**src/rtl/ram_fetch_clr.sv**
```systemverilog
`default_nettype none
// ============================================================================
//  Module      : ram_fetch_clr
//  Description : Single-clock data/instruction RAM with two ports.
//                - Fetch port: returns FETCH_BYTES consecutive words starting
//                  at fetch_addr. Addresses wrap from the top of memory to 0.
//                - Data port: performs one read or one write per cycle.
//                Both ports have registered reads with write-first
//                forwarding. A clear sequencer writes CLEAR_VAL to every word
//                after reset, or when clear_req is asserted in IDLE.
//  Ports       : clk, rst_n (async, active-low)
//                clear_req / busy          clear control and status
//                fetch_req / fetch_addr    fetch request
//                fetch_data / fetch_valid  fetch response
//                d_we / d_re / d_addr / d_wdata   data-port request
//                d_rdata / d_valid                data-port response
//                req_drop                  request discarded while busy
//  Revision    : 1.0  initial release
// ============================================================================
module ram_fetch_clr #(
    parameter int              DW          = 8,
    parameter int              AW          = 8,
    parameter int              FETCH_BYTES = 2,
    parameter logic [DW-1:0]   CLEAR_VAL   = '0
) (
    input  logic                      clk,
    input  logic                      rst_n,
    input  logic                      clear_req,
    output logic                      busy,
    input  logic                      fetch_req,
    input  logic [AW-1:0]             fetch_addr,
    output logic [FETCH_BYTES*DW-1:0] fetch_data,
    output logic                      fetch_valid,
    input  logic                      d_we,
    input  logic                      d_re,
    input  logic [AW-1:0]             d_addr,
    input  logic [DW-1:0]             d_wdata,
    output logic [DW-1:0]             d_rdata,
    output logic                      d_valid,
    output logic                      req_drop
);

    localparam int              DEPTH       = 1 << AW;
    localparam logic [AW-1:0]   c_last_addr = '1;

    typedef enum logic [0:0] {
        ST_CLEAR = 1'b0,
        ST_IDLE  = 1'b1
    } state_t;

    state_t                      r_state;
    logic [AW-1:0]               r_clr_ptr;
    logic [DW-1:0]               mem [DEPTH];

    logic                        w_idle;
    logic                        w_any_req;
    logic                        w_we;
    logic [AW-1:0]               w_waddr;
    logic [DW-1:0]               w_wdata;
    logic [FETCH_BYTES*DW-1:0]   w_fetch_word;

    assign w_idle    = (r_state == ST_IDLE);
    assign w_any_req = fetch_req | d_we | d_re;
    assign busy      = ~w_idle;

    // Single write port shared by the clear sequencer and the data port.
    // While clearing, port writes are discarded. During reset the state is
    // held in CLEAR with the pointer at 0, so only word 0 is (re)written.
    always_comb begin
        w_we    = 1'b0;
        w_waddr = d_addr;
        w_wdata = d_wdata;
        if (!w_idle) begin
            w_we    = 1'b1;
            w_waddr = r_clr_ptr;
            w_wdata = CLEAR_VAL;
        end else if (d_we) begin
            w_we    = 1'b1;
        end
    end

    always_ff @(posedge clk) begin
        if (w_we) begin
            mem[w_waddr] <= w_wdata;
        end
    end

    // Fetch word i comes from (fetch_addr + i), with AW-bit wrap-around.
    // A same-cycle data-port write to that address is forwarded.
    generate
        for (genvar gi = 0; gi < FETCH_BYTES; gi++) begin : g_fetch
            logic [AW-1:0] w_addr;
            assign w_addr = fetch_addr + AW'(gi);
            assign w_fetch_word[gi*DW +: DW] =
                (d_we && (d_addr == w_addr)) ? d_wdata : mem[w_addr];
        end
    endgenerate

    always_ff @(posedge clk or negedge rst_n) begin
        if (!rst_n) begin
            r_state     <= ST_CLEAR;
            r_clr_ptr   <= '0;
            fetch_data  <= '0;
            fetch_valid <= 1'b0;
            d_rdata     <= '0;
            d_valid     <= 1'b0;
            req_drop    <= 1'b0;
        end else begin
            req_drop <= ~w_idle & w_any_req;

            // A clear_req cycle still performs its accesses, but its valids
            // are suppressed because busy is already high when they would
            // appear.
            fetch_valid <= w_idle & fetch_req & ~clear_req;
            d_valid     <= w_idle & d_re & ~clear_req;

            if (w_idle && fetch_req) begin
                fetch_data <= w_fetch_word;
            end
            if (w_idle && d_re) begin
                d_rdata <= d_we ? d_wdata : mem[d_addr];
            end

            case (r_state)
                ST_CLEAR: begin
                    r_clr_ptr <= r_clr_ptr + 1'b1;
                    if (r_clr_ptr == c_last_addr) begin
                        r_state <= ST_IDLE;
                    end
                end
                ST_IDLE: begin
                    if (clear_req) begin
                        r_state   <= ST_CLEAR;
                        r_clr_ptr <= '0;
                    end
                end
                default: begin
                    r_state <= ST_CLEAR;
                end
            endcase
        end
    end

endmodule
`default_nettype wire
```
**config.mk**
```make
export PLATFORM = sky130hd
export DESIGN_NAME = ram_fetch_clr
export DESIGN_NICKNAME = d
export VERILOG_FILES = /design/src/rtl/ram_fetch_clr.sv
export SDC_FILE = /design/constraint.sdc
export NUM_CORES = 2
export LEC_CHECK = 0
export BUFFER_PORTS_ARGS = -buffer_cell sky130_fd_sc_hd__buf_4
export CAP_MARGIN = 0
export CORE_MARGIN = 2
export CORE_UTILIZATION = 45
export DETAILED_ROUTE_END_ITERATION = 12
export PLACE_DENSITY = 0.58
export SYNTH_ARGS = -nofsm -noshare
export SYNTH_HDL_FRONTEND = slang
export SYNTH_SLANG_ARGS = --single-unit
```
**constraint.sdc**
```tcl
create_clock -name clk -period 8.5 [get_ports clk]
set_input_delay 0.85 -clock clk [delete_from_list [all_inputs] [get_ports clk]]
set_output_delay 0.85 -clock clk [all_outputs]
set_load 0.1 [all_outputs]
```
# Yosys cells after proc, flatten, opt, wreduce, memory -nomap -nowiden
# Memories as Yosys holds them, arrays and structs flattened. A register that Yosys moved wholly into a read port is not among the register bits.
# Cells that the tools add are included.
[word_totals]
regBits = 12
mem_bits_rw = 2048
output_inout_bits = 28
word_cells = 35
mem_count = 1
[mem_list]
columns = ["memory", "depth", "word_bits", "read_ports", "rd_clocked_by_memory_dff", "wr", "line", "rtl"]
rows = [
  ["mem", 256, 8, 3, 3, 1, "53", "logic [DW-1:0] mem [DEPTH];"],
]
[classes]
n_addsub = 2
eq_ne = 2
n_mux = 11
bitwise = 9
n_reduce_logical = 5
[op_table]
columns = ["operator", "n"]
rows = [
  ["2-to-1 mux 8 bit", 3],
  ["adder 8 x 1 -> 8 bit, second input constant", 2],
  ["case mux 8 bit (2 select lines)", 1],
  ["equality test 8 bit, second input constant", 1],
  ["2-to-1 mux 1 bit", 6],
  ["bitwise AND 1 bit", 5],
  ["zero test 1 bit", 3],
  ["logical AND 1 bit", 2],
  ["inequality test 2 bit, second input constant", 1],
  ["inverter 1 bit", 2],
  ["OR 1 bit", 2],
  ["case mux 1 bit (2 select lines)", 1],
]

# Depth between registers and ports, before layout
[logic_depth]
word_depth = 4
mapped_depth = 14

# Worst setup path before layout
# OpenSTA, ideal clock, no wires.
[synth_timing]
path_type = "flip-flop to flip-flop"
from = "register r_state"
to = "memory mem[0][0], data pin"
setup_time_ps = 867
arrival_time_ps = 4576
path_slack_ps = 3057
path_stages_with_launch = 6
path_cell_list = "dfrtp_1 buf_2 buf_2 clkbuf_1 clkbuf_1 and2_1"
[synth_between]
elab_chain_len = 1
[synth_rtl]
columns = ["item", "line", "rtl"]
rows = [
  ["start, declared", "51", "state_t r_state;"],
  ["start signal, assigned", "101", "r_state <= ST_CLEAR;"],
  ["start signal, assigned", "128", "r_state <= ST_IDLE;"],
  ["start signal, assigned", "133", "r_state <= ST_CLEAR;"],
  ["2-to-1 mux 8 bit", "73", "if (!w_idle) begin"],
  ["via w_wdata[0]", "59", "logic [DW-1:0] w_wdata;"],
  ["end, declared", "53", ""],
]
# The timed path passes the listed nets, and every way through them passes these cells.

# Final worst setup path
[layout_timing]
from = "register r_state"
to = "memory mem[224][1] (enable)"
[layout_between]
elab_chain_len = 3
word_cells_on_any_way = 4
cone_classes = "mux: 4"
[layout_rtl]
columns = ["item", "line", "rtl"]
rows = [
  ["2-to-1 mux 1 bit", "73", ""],
  ["2-to-1 mux 1 bit", "83", "if (w_we) begin"],
  ["2-to-1 mux 1 bit (implied by the code)", "84", "mem[w_waddr] <= w_wdata;"],
]
# Several ways; a longest one is shown, not always the timed one.

==> impl_metrics.ini <==
[floorplan]
io_pins = 58
die_width_um = 509
start_util_pct = 45.2
dieArea_mm2 = 0.259
die_y_um = 509
coreArea_mm2 = 0.254
rows = 185

[clocking]
cts.repair.resized = 0
clockBufferDepth = 3
clock-sinks = 2084
cts_tree = done
numCtsBuffers = 225
clk_latency_ns = 0.90
cts_htree_levels = 4
clkSlewWorstSetupHoldPaths_ns = 0.06
root_buffer = clkbuf_16

[yosys]
yosysSeqAreaShare_pct = 54.4
synth_commonest_cells = 2048 x edfxtp_1, 1847 x mux4_2, 343 x nor2_1, 289 x nand2_1, 192 x buf_2
syn_inst = 5871
synth-async-reset-ratio_pct = 1.73
yosysWarnings = 0
netlist_area_mm2 = 0.115
syn-num-nets = 5903
synthTopCellsByArea = edfxtp_1 54%, mux4_2 36%, nor2_1 1.1%
yosys.cell_count.top_type = edfxtp_1
synth_top_area_cell = edfxtp_1
yosysUniqueCellTypes = 72
synth-seq-cells = 2084
synth_top_area_share_pct = 53.6
synth_edf_count = 2048
syn-mean-instance-area_um2 = 19.5
synth_ff_type = edfxtp_1

[placed_design]
dp_slack_ns = 2.87
gp_congestion = 0.983
port-buffer-count = 57
placed_area_mm2 = 0.120
dp_hpwl_mm = 269

[timing]
worst_slack_ns = 3.68
rsz0062_at_grt = false
slew_headroom_pct = 4.55
period_share_pct = 56.7
setup_viol = 0
skew_ns = 0.0674
fin_setup_tns_ns = 0
holdWs_ns = 0.242
fin_crit_ns = 4.82
maxSlewViolCount = 0
hold_viol_final = 0
max_slew.worst_pin.slew_ns = 1.43
fmax_ghz = 0.208

[status]
status = finished clean

[pwr]
irDropWorstVdd_v = 0.000185
p_leak_nw = 39.5
powerDensity_mw_per_mm2 = 206

[routing]
first_pass_iters = 6
final_antenna_net_count = 0
wl_per_cell_um = 43.9
detail_route.vias_per_cell = 7.41
routed_wl_mm = 417
initialDrtViolationCount = 10900
drcViolationCount = 0
vias = 70300

[final_layout]
drive_gt1_share_pct = 43.3
final_area_mm2 = 0.127
finish.utilization_pct = 50.1
final_nets = 5952
area_delta_synth_final_pct = 10.7
fillers = 20400

[min_path]
holdCritStartpoint = clear_req
hold_class = primary input to flop

[grt]
grt_pass1_vias = 68600
grt_pass1_wl_mm = 574
overflow = 0
grt_max_degree = 216
grtUsageTotal_pct = 32.3
antenna_found_initial = 22

[critical_path]
rr_startpoint = r_state
path_delay_family = simple AND/OR/NAND/NOR gates
critPathKind = flop to flop
critPathMaxStageDelay_ns = 1.01
critPathLaunch = r_state
cp_slowest_cell = dfrtp_1
start_kind = flop
worst-r2r-setup-slack_ns = 3.68
crit_buf_inv = 1
path_max_fanout = 24
critPathArrivalTime_ns = 5.30
worstPathCellList = mux2i_1, and2_1, nand3_2, buf_4, nor2_1
worst_setup_path_end_kind = flop
crit_required_ns = 8.99

[run]
drv_cap = 0
## registers in the layout, summed over array words and instances, names as in the netlist
signal and flops:
mem 2048, r_clr_ptr 8, req_drop 1, fetch_data 16
fetch_valid 1, d_rdata 8, d_valid 1, r_state 1
## worst register-to-register path, delay by kind of cell (launching register included)
family	cells	cell delay, ns
buffers and inverters	1	0.55
AND/OR/NAND/NOR	3	2.11
multiplexers	1	0.75
flip-flops	1	1.01
## cells in the final DEF (no fill, tap or decap), types with 61 or more instances in the layout
| cell type | netlist | layout |
|---|---|---|
| a211oi_1 | 61 | 61 |
| a21oi_1 | 79 | 78 |
| buf_4 | 106 | 344 |
| clkbuf_16 | 0 | 227 |
| edfxtp_1 | 2048 | 2048 |
| mux2i_1 | 85 | 85 |
| mux4_2 | 1847 | 1847 |
| nand2_1 | 289 | 288 |
| nand3_1 | 92 | 76 |
| nor2_1 | 343 | 326 |
## area by class of cell
cell class	instances	area (um^2)	share of cell area, %
Multi-Input combinational cell	3220	49600	39.0
Sequential cell	2084	62400	49.1
Antenna cell	13	32.5	0.0256
Tap cell	3366	4210	3.32
Timing Repair Buffer	384	3320	2.61
Clock buffer	264	5820	4.58
Clock inverter	155	1650	1.30
Inverter	5	18.8	0.0148
## per-stage QoR
stage                     power, mW  std cells
after CTS                      26.1       9478
after global placement         16.1       9058
final                          26.1       9491
after global routing           26.7       9479
after detailed placement       16.1       9058
after floorplan                14.3       5871
## power breakdown
group	switching [mW]	leakage [nW]	total (mW)	internal [mW]
sequential	0.188	19.4	11.6	11.4
clock	4.35	3.60	10.1	5.75
combinational	2.85	16.5	4.46	1.61
## layer usage
| metal | vias to the layer above | GRT usage [%] | routed length [um] |
|---|---|---|---|
| li1 | 26000 | - | - |
| met1 | 37900 | 43.3 | 150000 |
| met2 | 5310 | 47.3 | 187000 |
| met3 | 991 | 10.5 | 53800 |
| met4 | 22 | 16.4 | 25600 |
| met5 | - | 0.556 | 140 |
## worst paths after layout
path | end | depth (start not counted)
max reg2reg | mem[224][1] | 5
min | fetch_valid | 2
max in group asynchronous | fetch_data[11] | 2
min reg2reg | d_rdata[3] | 2
max | mem[224][1] | 5
min in group asynchronous | fetch_valid | 2
## what timing repair did
item                                   4_1_cts  5_1_grt
setup buffers                                0        0
endpoints found under the hold margin       36        0
hold buffers                                 1        0
## cells by family after synthesis
group,after synthesis,share of synthesized area [%]
buffers and inverters,567,2.67
XOR/XNOR,31,0.268
flip-flops,2084,54.4
AND/OR/NAND/NOR,889,3.38
AO/OA/AOI/OAI,343,2.04
multiplexers,1955,37.2
adder cells (fa/ha/maj),2,0.0218
No activity file was read; power rests on OpenSTA's default activity.
